<file path="src/rtl/ir_decode_pkg.sv">
// Shared ARM decode constants: condition codes, flag bit positions,
// instruction family numbers and the reset instruction word.
package ir_decode_pkg;

    // Bit positions inside the {N,Z,C,V} flag nibble
    localparam int FLAG_N = 3;
    localparam int FLAG_Z = 2;
    localparam int FLAG_C = 1;
    localparam int FLAG_V = 0;

    // Condition field encodings (ir[31:28])
    localparam logic [3:0] COND_EQ = 4'h0;
    localparam logic [3:0] COND_NE = 4'h1;
    localparam logic [3:0] COND_CS = 4'h2;
    localparam logic [3:0] COND_CC = 4'h3;
    localparam logic [3:0] COND_MI = 4'h4;
    localparam logic [3:0] COND_PL = 4'h5;
    localparam logic [3:0] COND_VS = 4'h6;
    localparam logic [3:0] COND_VC = 4'h7;
    localparam logic [3:0] COND_HI = 4'h8;
    localparam logic [3:0] COND_LS = 4'h9;
    localparam logic [3:0] COND_GE = 4'hA;
    localparam logic [3:0] COND_LT = 4'hB;
    localparam logic [3:0] COND_GT = 4'hC;
    localparam logic [3:0] COND_LE = 4'hD;
    localparam logic [3:0] COND_AL = 4'hE;
    localparam logic [3:0] COND_NV = 4'hF;

    // Instruction families; the sequencer dispatches to family*8.
    // 12..14 are deliberately unused so targets stay below the fetch
    // state at 104; undefined sits at 120.
    localparam logic [3:0] FAM_DP_REG = 4'd0;
    localparam logic [3:0] FAM_DP_IMM = 4'd1;
    localparam logic [3:0] FAM_MUL    = 4'd2;
    localparam logic [3:0] FAM_MULL   = 4'd3;
    localparam logic [3:0] FAM_SWP    = 4'd4;
    localparam logic [3:0] FAM_HALF   = 4'd5;
    localparam logic [3:0] FAM_SINGLE = 4'd6;
    localparam logic [3:0] FAM_BLOCK  = 4'd7;
    localparam logic [3:0] FAM_BRANCH = 4'd8;
    localparam logic [3:0] FAM_SWI    = 4'd9;
    localparam logic [3:0] FAM_BX     = 4'd10;
    localparam logic [3:0] FAM_COPROC = 4'd11;
    localparam logic [3:0] FAM_UNDEF  = 4'd15;

    // MOV r0,r0 -- a harmless instruction to sit in ir after reset
    localparam logic [31:0] IR_RESET = 32'hE1A0_0000;

endpackage

</file>
<file path="src/rtl/cond_eval.sv">
// Evaluates an ARM condition field against {N,Z,C,V}.
// Conditions come in true/inverse pairs: cond[3:1] picks the base test
// and cond[0] inverts it. The AL/NV pair falls out as 1/0.
module cond_eval
    import ir_decode_pkg::*;
(
    input  logic [3:0] cond,
    input  logic [3:0] flags,
    output logic       pass
);

    logic n, z, c, v;
    logic base;

    assign n = flags[FLAG_N];
    assign z = flags[FLAG_Z];
    assign c = flags[FLAG_C];
    assign v = flags[FLAG_V];

    // Base test of each condition pair
    always_comb begin
        base = 1'b1;
        case (cond[3:1])
            3'd0: base = z;                 // EQ / NE
            3'd1: base = c;                 // CS / CC
            3'd2: base = n;                 // MI / PL
            3'd3: base = v;                 // VS / VC
            3'd4: base = c & ~z;            // HI / LS
            3'd5: base = (n == v);          // GE / LT
            3'd6: base = ~z & (n == v);     // GT / LE
            default: base = 1'b1;           // AL / NV
        endcase
    end

    assign pass = base ^ cond[0];

endmodule

</file>
<file path="src/rtl/ir_decode.sv">
// Instruction register with fetch handshake, flag register and the
// combinational decode (condition pass, family, L/P/A bits) the
// microsequencer dispatches on.
module ir_decode
    import ir_decode_pkg::*;
(
    input  logic        clk,
    input  logic        rst,
    input  logic        ld_ir,
    input  logic [31:0] mem_rdata,
    input  logic        mem_ready,
    input  logic        ld_flags,
    input  logic [3:0]  alu_flags,
    output logic [31:0] ir,
    output logic        ir_valid,
    output logic        fetch_stall,
    output logic [3:0]  flags,
    output logic [3:0]  family_number,
    output logic        COND,
    output logic        L,
    output logic        P,
    output logic        A
);

    localparam logic [0:0] IDLE     = 1'b0;
    localparam logic [0:0] WAIT_MEM = 1'b1;

    logic [0:0] state;
    logic       fetch_done;

    // A word is captured when memory answers a fresh request or an
    // outstanding one; ld_ir while waiting adds nothing.
    assign fetch_done  = mem_ready & ((state == IDLE) ? ld_ir : 1'b1);
    assign fetch_stall = ~mem_ready & ((state == IDLE) ? ld_ir : 1'b1);

    // Fetch FSM and instruction register; reset abandons any fetch
    always_ff @(posedge clk) begin
        if (rst) begin
            state    <= IDLE;
            ir       <= IR_RESET;
            ir_valid <= 1'b0;
        end else begin
            case (state)
                IDLE:     if (ld_ir && !mem_ready) state <= WAIT_MEM;
                WAIT_MEM: if (mem_ready) state <= IDLE;
                default:  state <= IDLE;
            endcase
            if (fetch_done) begin
                ir       <= mem_rdata;
                ir_valid <= 1'b1;
            end
        end
    end

    // Flag register loads regardless of fetch state
    always_ff @(posedge clk) begin
        if (rst)
            flags <= 4'b0000;
        else if (ld_flags)
            flags <= alu_flags;
    end

    // Family decode, first match wins
    always_comb begin
        family_number = FAM_COPROC;
        if (ir[27:4] == 24'h12FFF1)
            family_number = FAM_BX;
        else if (ir[27:22] == 6'b000000 && ir[7:4] == 4'b1001)
            family_number = FAM_MUL;
        else if (ir[27:23] == 5'b00001 && ir[7:4] == 4'b1001)
            family_number = FAM_MULL;
        else if (ir[27:23] == 5'b00010 && ir[21:20] == 2'b00 && ir[11:4] == 8'b0000_1001)
            family_number = FAM_SWP;
        else if (ir[27:25] == 3'b000 && ir[7] && ir[4])
            family_number = FAM_HALF;
        else if (ir[27:25] == 3'b000)
            family_number = FAM_DP_REG;
        else if (ir[27:25] == 3'b001)
            family_number = FAM_DP_IMM;
        else if (ir[27:25] == 3'b011 && ir[4])
            family_number = FAM_UNDEF;
        else if (ir[27:26] == 2'b01)
            family_number = FAM_SINGLE;
        else if (ir[27:25] == 3'b100)
            family_number = FAM_BLOCK;
        else if (ir[27:25] == 3'b101)
            family_number = FAM_BRANCH;
        else if (ir[27:24] == 4'b1111)
            family_number = FAM_SWI;
    end

    assign L = ir[20];
    assign P = ir[24];
    assign A = ir[21];

    cond_eval u_cond (
        .cond  (ir[31:28]),
        .flags (flags),
        .pass  (COND)
    );

endmodule
</file>
<file path="config.mk">
export PLATFORM = sky130hd
export DESIGN_NAME = ir_decode
export DESIGN_NICKNAME = d
export VERILOG_FILES = /design/src/rtl/ir_decode_pkg.sv /design/src/rtl/cond_eval.sv /design/src/rtl/ir_decode.sv
export SDC_FILE = /design/constraint.sdc
export NUM_CORES = 1
export LEC_CHECK = 0
export BUFFER_PORTS_ARGS = -buffer_cell sky130_fd_sc_hd__buf_4
export CORE_MARGIN = 4
export CORE_UTILIZATION = 30
export CTS_CLUSTER_SIZE = 16
export DETAILED_ROUTE_END_ITERATION = 8
export PLACE_DENSITY = 0.63
export SETUP_SLACK_MARGIN = 0.05
export SKIP_CTS_REPAIR_TIMING = 1
export SLEW_MARGIN = 20
export SYNTH_ARGS = -nofsm -noshare
export SYNTH_HDL_FRONTEND = slang
export SYNTH_SLANG_ARGS = --single-unit
</file>
<file path="constraint.sdc">
create_clock -name clk -period 1.81 [get_ports clk]
set_clock_uncertainty 0.15 [all_clocks]
set_input_delay 0.0905 -clock clk [delete_from_list [all_inputs] [get_ports clk]]
set_output_delay 0.0905 -clock clk [all_outputs]
set_load 0.1 [all_outputs]
</file>
* Word-level counts from Yosys, hierarchy flattened
Cells that the tools add are included. W data, S select, Z words.
Word-level totals: memory bits (read-only) 0, input bits 41, memories 0, bits in latches 0, output and inout bits 46, bits in writable memories 0, logic and storage cells 60, bits in registers 38
Operators by class: muxes and demuxes 17, shift-type cells 0, divide/modulo/power cells 0, reduce and logical (&&, ||, !) cells 13, bitwise logic cells 8, $add $sub $neg 0, order comparisons 0, eq/ne operators 18, multiply operators 0
Operators with widths (count):
- $mux W4 | 10
- $eq A24 B21 Y1 const B | 1
- $eq A3 B3 Y1 const B | 5
- $eq A3 B2 Y1 const B | 3
- $eq A4 B4 Y1 const B | 2
- $eq A8 B4 Y1 const B | 1
- $logic_and A1 B1 Y1 | 8
- $pmux W1 S7 | 1
- $eq A3 B1 Y1 const B | 2
- $logic_not A3 Y1 | 2
- $logic_not A6 Y1 | 1
- $eq A5 B1 Y1 const B | 1
- $eq A5 B2 Y1 const B | 1
- $and A1 B1 Y1 | 4
- $mux W2 | 2
- $mux W1 | 3
- $not A1 Y1 | 3
- $eq A2 B1 Y1 const B | 1
- $logic_not A2 Y1 | 1
- $pmux W1 S2 | 1
- $eq A1 B1 Y1 | 1
- $logic_not A1 Y1 | 1
- $xor A1 B1 Y1 | 1

* Longest topological paths before layout
Gate-level depths: netlist (run 1).
word-level depth 13, gate-level depth with buffers 6, gate-level depth less buffers 4

* Cells and area by module
Synthesis (run 1) repeated with hierarchy kept, for this count alone.
Second synthesis, totals: cell total of the unflattened synthesis 212, area, all modules 1685.4 um2
Modules (own cells, without submodules):
- ir_decode | times used 1, cells an instance 202, seq. area each 760.7 um2, area an instance 1596.5 um2
- cond_eval | times used 1, cells an instance 10, seq. area each 0.0 um2, area an instance 88.8 um2

* Worst setup path before layout (run 1)
Ideal clock, no wire load.
kind register -> output, start point register ir[30], end point output COND, path slack -1.652 ns, path buffers 0, stages on the path, launching flop included 5, data arrival time 3.221 ns, path through dfxtp_1 -> mux4_2 -> inv_1 -> o32ai_1 -> xor2_1
Between the ends: word-level cells in the longest chain between the ends 3, elaborated cells between the ends (all ways) 9, those cells by class eq/ne (6); mux (1); bitwise (1); reduce/logical (1)
Ends and longest elaborated chain:
- from (decl) | RTL line ir_decode.sv:14 | output logic [31:0] ir,
- from (signal assigned) | RTL line ir_decode.sv:49 | ir <= mem_rdata;
- $eq A3 B3 Y1, or another cell as far along | RTL line cond_eval.sv:23 | case (cond[3:1])
- $pmux W1 S7 * | RTL line cond_eval.sv:23
- $xor A1 B1 Y1 * | RTL line cond_eval.sv:35 | assign pass = base ^ cond[0];
- to (decl) | RTL line ir_decode.sv:19 | output logic COND,
Every way passes the cells marked *; elsewhere a longest branch is shown, timed or not.

* Worst setup path in the final report (run 1)
start point register ir[6], end point output family_number[2]
Between the ends: word-level cells in the longest chain between the ends 6, elaborated cells between the ends (all ways) 10, those cells by class eq/ne (3); mux (4); reduce/logical (3)
Ends and longest elaborated chain:
- $eq A8 B4 Y1 | RTL line ir_decode.sv:72 | else if (ir[27:23] == 5'b00010 && ir[21:20] == 2'b00 && ir[11:4] == 8'b0000_1001)
- $logic_and A1 B1 Y1 | RTL line ir_decode.sv:72
- $mux W4 | RTL line ir_decode.sv:72
- $mux W4 | RTL line ir_decode.sv:70 | else if (ir[27:23] == 5'b00001 && ir[7:4] == 4'b1001)
- $mux W4 | RTL line ir_decode.sv:68 | else if (ir[27:22] == 6'b000000 && ir[7:4] == 4'b1001)
- $mux W4 * | RTL line ir_decode.sv:66 | if (ir[27:4] == 24'h12FFF1)
- to (decl) | RTL line ir_decode.sv:18 | output logic [3:0] family_number,
Marks and branches as above.

==> run metrics, run 1 <==
warnings from Yosys=0; antenna-violating nets left=0; Pwr Total=2.53 mW; Initial Util=31.6%; Hold Path End=flags[3]$_SDFFE_PP0P_; largest net degree at the start of global routing=39; number of H-tree levels=2; worst r2r src=state$_SDFF_PP0_; global-route wire length before repair=8180 um; # diodes=0; Crit Path Class=register to output port; First DRT Iteration DRCs=74; RSZ-0062 raised after global routing=true; Worst Path Max Fanout=4; part of the Yosys area used for sequential elements=46.0%; simple-gate share of the synthesized area=30.0%; Max-slew headroom=72.8%; compound-cell area share of the yosys netlist=13.3%; EDFF count, synth=0; adder-cell share of the synthesized area=0%; Pleak=1.39 nW; syn_nets=248; Clock Latency Late Sink=0.29 ns; Mapped Avg Cell Area=7.99 um^2; CTS Buf Count=5; fin. max-slew vios=0; Period Utilization, post-route=120%; Comb power frac=38.8%; status=complete, but fails checks; routability cong.=0.756; critical path's slowest cell=or4_4; worst endpoint required time=1.57 ns; input/output buffers=86; Vias=1869; CP arrival=1.92 ns; Hold Crit Depth=3; family with the most delay on the worst path=simple AND/OR/NAND/NOR gates; mux contribution to synthesized area=3.78%; clk slew on worst S/H paths=0.08 ns; synth-to-layout area growth=91.5%; Worst Setup End Kind=output port; failing checks=hold timing, setup timing; most frequent cells in the layout=95 x buf_4, 65 x nand2_1, 40 x dlygate4sd3_1; Buf+Inv Stages, Crit Path=2; Reg2Reg Depth=3; most used routing layer=met2; Inst Count DP=361; Post-Syn Area=0.00165 mm^2; Ports=87; dpl hpwl=3770 um; post-synthesis xor/xnor area fraction=1.06%; Non-Filler Instances=410; vias in the first global route=1718; setup slack, reg-to-reg=0.36 ns; nets=380; MaxCap Viol Count=0; Switch Pwr=1.01 mW; Core Box Area=0.00524 mm^2; Tightest Pin Transition=0.402 ns; Mapped Cells=207; DRC=0; design area=0.00317 mm^2; CP cell instances=or4_4 -> nor4_4 -> nand4_1 -> buf_6 -> and3_4 -> buf_12; Clock Tree Root=clkbuf_8; layout cells sized above 1=46.8%; worst hold start=ld_flags; grt met2 use=25.8%; r2r endpoint=state$_SDFF_PP0_; Area after DPL=0.00256 mm^2; met3 GRT Util=6.94%; total track usage=15.9%; internal power=1.52 mW; Seq cells post-synth=38; fraction of registers with async set/reset=0%; commonest non-fill, non-tap cell in the layout=buf_4; hold slack=-0.0412 ns; initial antenna violation count=0; Critical Path Source Type=register; clock share of power=24.4%; Via density=4.56; Die Area=0.00677 mm^2; Pwr Density=800 mW/mm^2; final hold vios=2; CTS sink cnt=38; die width=82.3 um; final wirelength=5470 um; switch share=39.8%; CTS tree=built; CP max stage delay=0.55 ns; Tmin final=2.16 ns; Die Ht=82.3 um; ys flop type=dfxtp_1; final setup margin=-0.354 ns; row count=26; total congestion overflow=0; routed len/inst=13.3 um; Max Clock Freq=0.462 GHz; met1 usage=19.4%; VDD IR max=0.498 mV; CTS max path bufs=2; drt pass-1 iters=4; Flop pwr share=36.8%; endpoints failing setup=5; hold crit path type=input pin to register; Distinct cells, synth=37; combinational family with the most area after synthesis=simple AND/OR/NAND/NOR gates
==> state kept, by name, summed over array words and instances, names as in the netlist <==
signal    flops
flags         4
ir           32
ir_valid      1
state         1
==> cells in the mapped netlist (2+ instances only) <==
cell / n / share of area, %
inv_1: 3 / 0.68
nand2b_1: 2 / 0.76
a21o_1: 2 / 0.91
o21ai_0: 3 / 0.91
nand4_1: 3 / 1.1
nor3_1: 3 / 0.91
nand3b_1: 5 / 2.3
a21oi_1: 28 / 8.5
nand3_1: 2 / 0.61
nor2b_1: 3 / 1.1
nor2_1: 9 / 2.0
mux2i_1: 4 / 2.4
clkbuf_1: 12 / 2.7
dfxtp_1: 38 / 46
nand2_1: 66 / 15
buf_4: 3 / 1.4
==> worst reg2reg max path, stage by stage (launching register included) <==
cell and delay (ns):
dfxtp_1 0.32, nor2_1 0.24, nor3_1 0.07, dlygate4sd3_1 0.56
==> per-layer routing <==
metal  vias up  part of all wire (%)  wire (um)
li1        957                     -          -
met1       856                    41       2260
met2        50                    52       2820
met3         6                   6.3        343
met4         0                  0.75         41
met5         -                     0          0
==> per-stage QoR <==
stage / worst slack (ns) / TNS [ns] / utilization (%)
2_1_floorplan: -0.284 / -1.11 / -
3_3_place_gp: -0.0798 / -0.228 / 48.9
3_5_place_dp: -0.0972 / -0.295 / 48.9
4_1_cts: -0.434 / -1.92 / 50.7
5_1_grt: -0.439 / -1.80 / 60.5
6_report: -0.354 / -1.39 / 60.5
==> layout make-up <==
cell class / count / area [um^2]
Clock inverter: 2 / 12.5
Multi-Input combinational cell: 149 / 906
Timing Repair Buffer: 142 / 1240
Tap cell: 70 / 87.6
Sequential cell: 38 / 822
Clock buffer: 6 / 82.6
Inverter: 3 / 11.3
Fill cell: 469 / 2070
==> power groups by stage <==
stage	logic [mW]	registers, mW	clock network, mW
final	0.983	0.932	0.617
after global placement	0.858	0.949	0
after global routing	1.03	0.939	0.679
after CTS	0.865	0.931	0.638
after floorplan	0.300	1.29	0
after detailed placement	0.863	0.951	0
==> cell families after synthesis <==
family,after synthesis
buffers and inverters,20
AOI/OAI and AO/OA,39
muxes,5
xor gates and xnor gates,2
DFF,38
and+or+nand+nor,103
==> worst max-delay path by stage <==
stage                     slack [ns]          endpoint                 from  depth (start not counted)
after floorplan                -0.28              COND  ir[30]$_SDFFE_PP1P_                          4
after global placement         -0.08  family_number[2]   ir[5]$_SDFFE_PP0P_                          6
after detailed placement        -0.1  family_number[2]   ir[5]$_SDFFE_PP0P_                          6
after CTS                      -0.43  family_number[2]   ir[5]$_SDFFE_PP0P_                          6
after global routing           -0.44  family_number[2]  ir[23]$_SDFFE_PP1P_                          6
final                          -0.35  family_number[2]   ir[6]$_SDFFE_PP0P_                          6
Note: power is estimated with default switching activity, not from simulation.
==> run 2: changes to the inputs <==
CORE_MARGIN = not set   (was 4)
==> run metrics, run 2 (synthesis results as in run 1) <==
hold slack=-0.0331 ns; commonest non-fill, non-tap cell in the layout=buf_4; CP cell instances=or4_4 -> nor4_4 -> nand4_1 -> buf_6 -> and3_4 -> buf_12; final wirelength=5240 um; # diodes=0; routed len/inst=12.9 um; Hold Crit Depth=3; First DRT Iteration DRCs=71; MaxCap Viol Count=0; worst r2r src=state$_SDFF_PP0_; Worst Path Max Fanout=4; global-route wire length before repair=8060 um; Die Ht=76.3 um; nets=377; Ports=87; input/output buffers=86; Critical Path Source Type=register; status=complete, but fails checks; critical path's slowest cell=or4_4; routability cong.=0.752; Max Clock Freq=0.464 GHz; synth-to-layout area growth=88.4%; vias in the first global route=1633; Core Box Area=0.00520 mm^2; Fillers=488; Pwr Total=2.50 mW; Initial Util=31.8%; layout cells sized above 1=45.7%; final setup margin=-0.344 ns; total track usage=17.4%; die width=76.3 um; DRC=0; Die Area=0.00581 mm^2; setup slack, reg-to-reg=0.35 ns; total congestion overflow=0; Worst Setup End Kind=output port; Vias=1862; Tightest Pin Transition=0.407 ns; initial antenna violation count=0; Clock Latency Late Sink=0.29 ns; Period Utilization, post-route=119%; RSZ-0062 raised after global routing=true; Tmin final=2.15 ns; fin. max-slew vios=0; Via density=4.57; Pwr Density=803 mW/mm^2; Crit Path Class=register to output port; number of flip-flops under the largest register name=32; Hold Path End=flags[1]$_SDFFE_PP0P_; r2r endpoint=ir[8]$_SDFFE_PP0P_; clk slew on worst S/H paths=0.07 ns; endpoints failing setup=5; largest net degree at the start of global routing=39; Area after DPL=0.00253 mm^2; worst hold start=ld_flags; Non-Filler Instances=407; number of H-tree levels=2; drt pass-1 iters=4; Biggest register=ir; dpl hpwl=3490 um; row count=26; CTS max path bufs=2; hold crit path type=input pin to register; Largest regs=ir x32, flags x4; CP arrival=1.91 ns; failing checks=hold timing, setup timing; CP max stage delay=0.55 ns; Clock Tree Root=clkbuf_8; CTS sink cnt=38; Reg2Reg Depth=5; worst endpoint required time=1.57 ns; most frequent cells in the layout=93 x buf_4, 65 x nand2_1, 40 x dlygate4sd3_1; Pleak=1.37 nW; CTS tree=built; antenna-violating nets left=0; VDD IR max=0.491 mV; Max-slew headroom=72.5%; design area=0.00312 mm^2; Inst Count DP=359; final hold vios=2; CTS Buf Count=5
## run 2: where the power goes
part	total [mW]	internal [mW]	leakage [nW]	switching [mW]
combinational	0.966	0.320	1.00	0.646
sequential	0.933	0.886	0.324	0.0474
clock	0.603	0.307	0.0482	0.296
## run 2: area by class of cell
cell class / instances / area [um^2] / area share (%)
repair buffers: 139 / 1210 / 38.8
clock inverters: 1 / 5.00 / 0.161
inverters: 3 / 11.3 / 0.361
well taps: 70 / 87.6 / 2.81
multi-input cells: 149 / 895 / 28.7
clock buffers: 7 / 86.3 / 2.77
flip-flops and latches: 38 / 822 / 26.4
## run 2: worst max path at each step
| stage | from | end | slack (ns) | cells after the start |
|---|---|---|---|---|
| after global placement | ir[5]$_SDFFE_PP0P_ | family_number[2] | -0.08 | 6 |
| after global routing | ir[5]$_SDFFE_PP0P_ | family_number[2] | -0.46 | 6 |
| after CTS | ir[5]$_SDFFE_PP0P_ | family_number[0] | -0.44 | 5 |
| after detailed placement | ir[5]$_SDFFE_PP0P_ | family_number[0] | -0.11 | 5 |
| final | ir[5]$_SDFFE_PP0P_ | family_number[2] | -0.34 | 6 |
| after floorplan | ir[30]$_SDFFE_PP1P_ | COND | -0.28 | 4 |
## run 2: layer usage
layer | GRT usage, % | vias to the layer above | share of wire, % | wire (um)
met5 | 0 | - | 0 | 0
met2 | 28.4 | 54 | 49 | 2590
met3 | 4.91 | 8 | 5.4 | 281
li1 | - | 951 | - | -
met4 | 5.96 | 0 | 1.3 | 70
met1 | 21.9 | 849 | 44 | 2300
## run 2: critical path, delay by kind of cell (launching register included)
kind / cells / cell delay [ns]
flip-flops: 1 / 0.34
AND/OR/NAND/NOR: 4 / 0.96
buffers and inverters: 2 / 0.32
## run 2: through the flow
step                setup WS (ns)  TNS (ns)  utilization (%)
floorplan                  -0.284     -1.11                -
global placement          -0.0794    -0.228             48.6
detailed placement         -0.108    -0.322             48.6
CTS                        -0.435     -1.88             50.4
global route               -0.464     -1.90             59.9
finish                     -0.344     -1.36             59.9
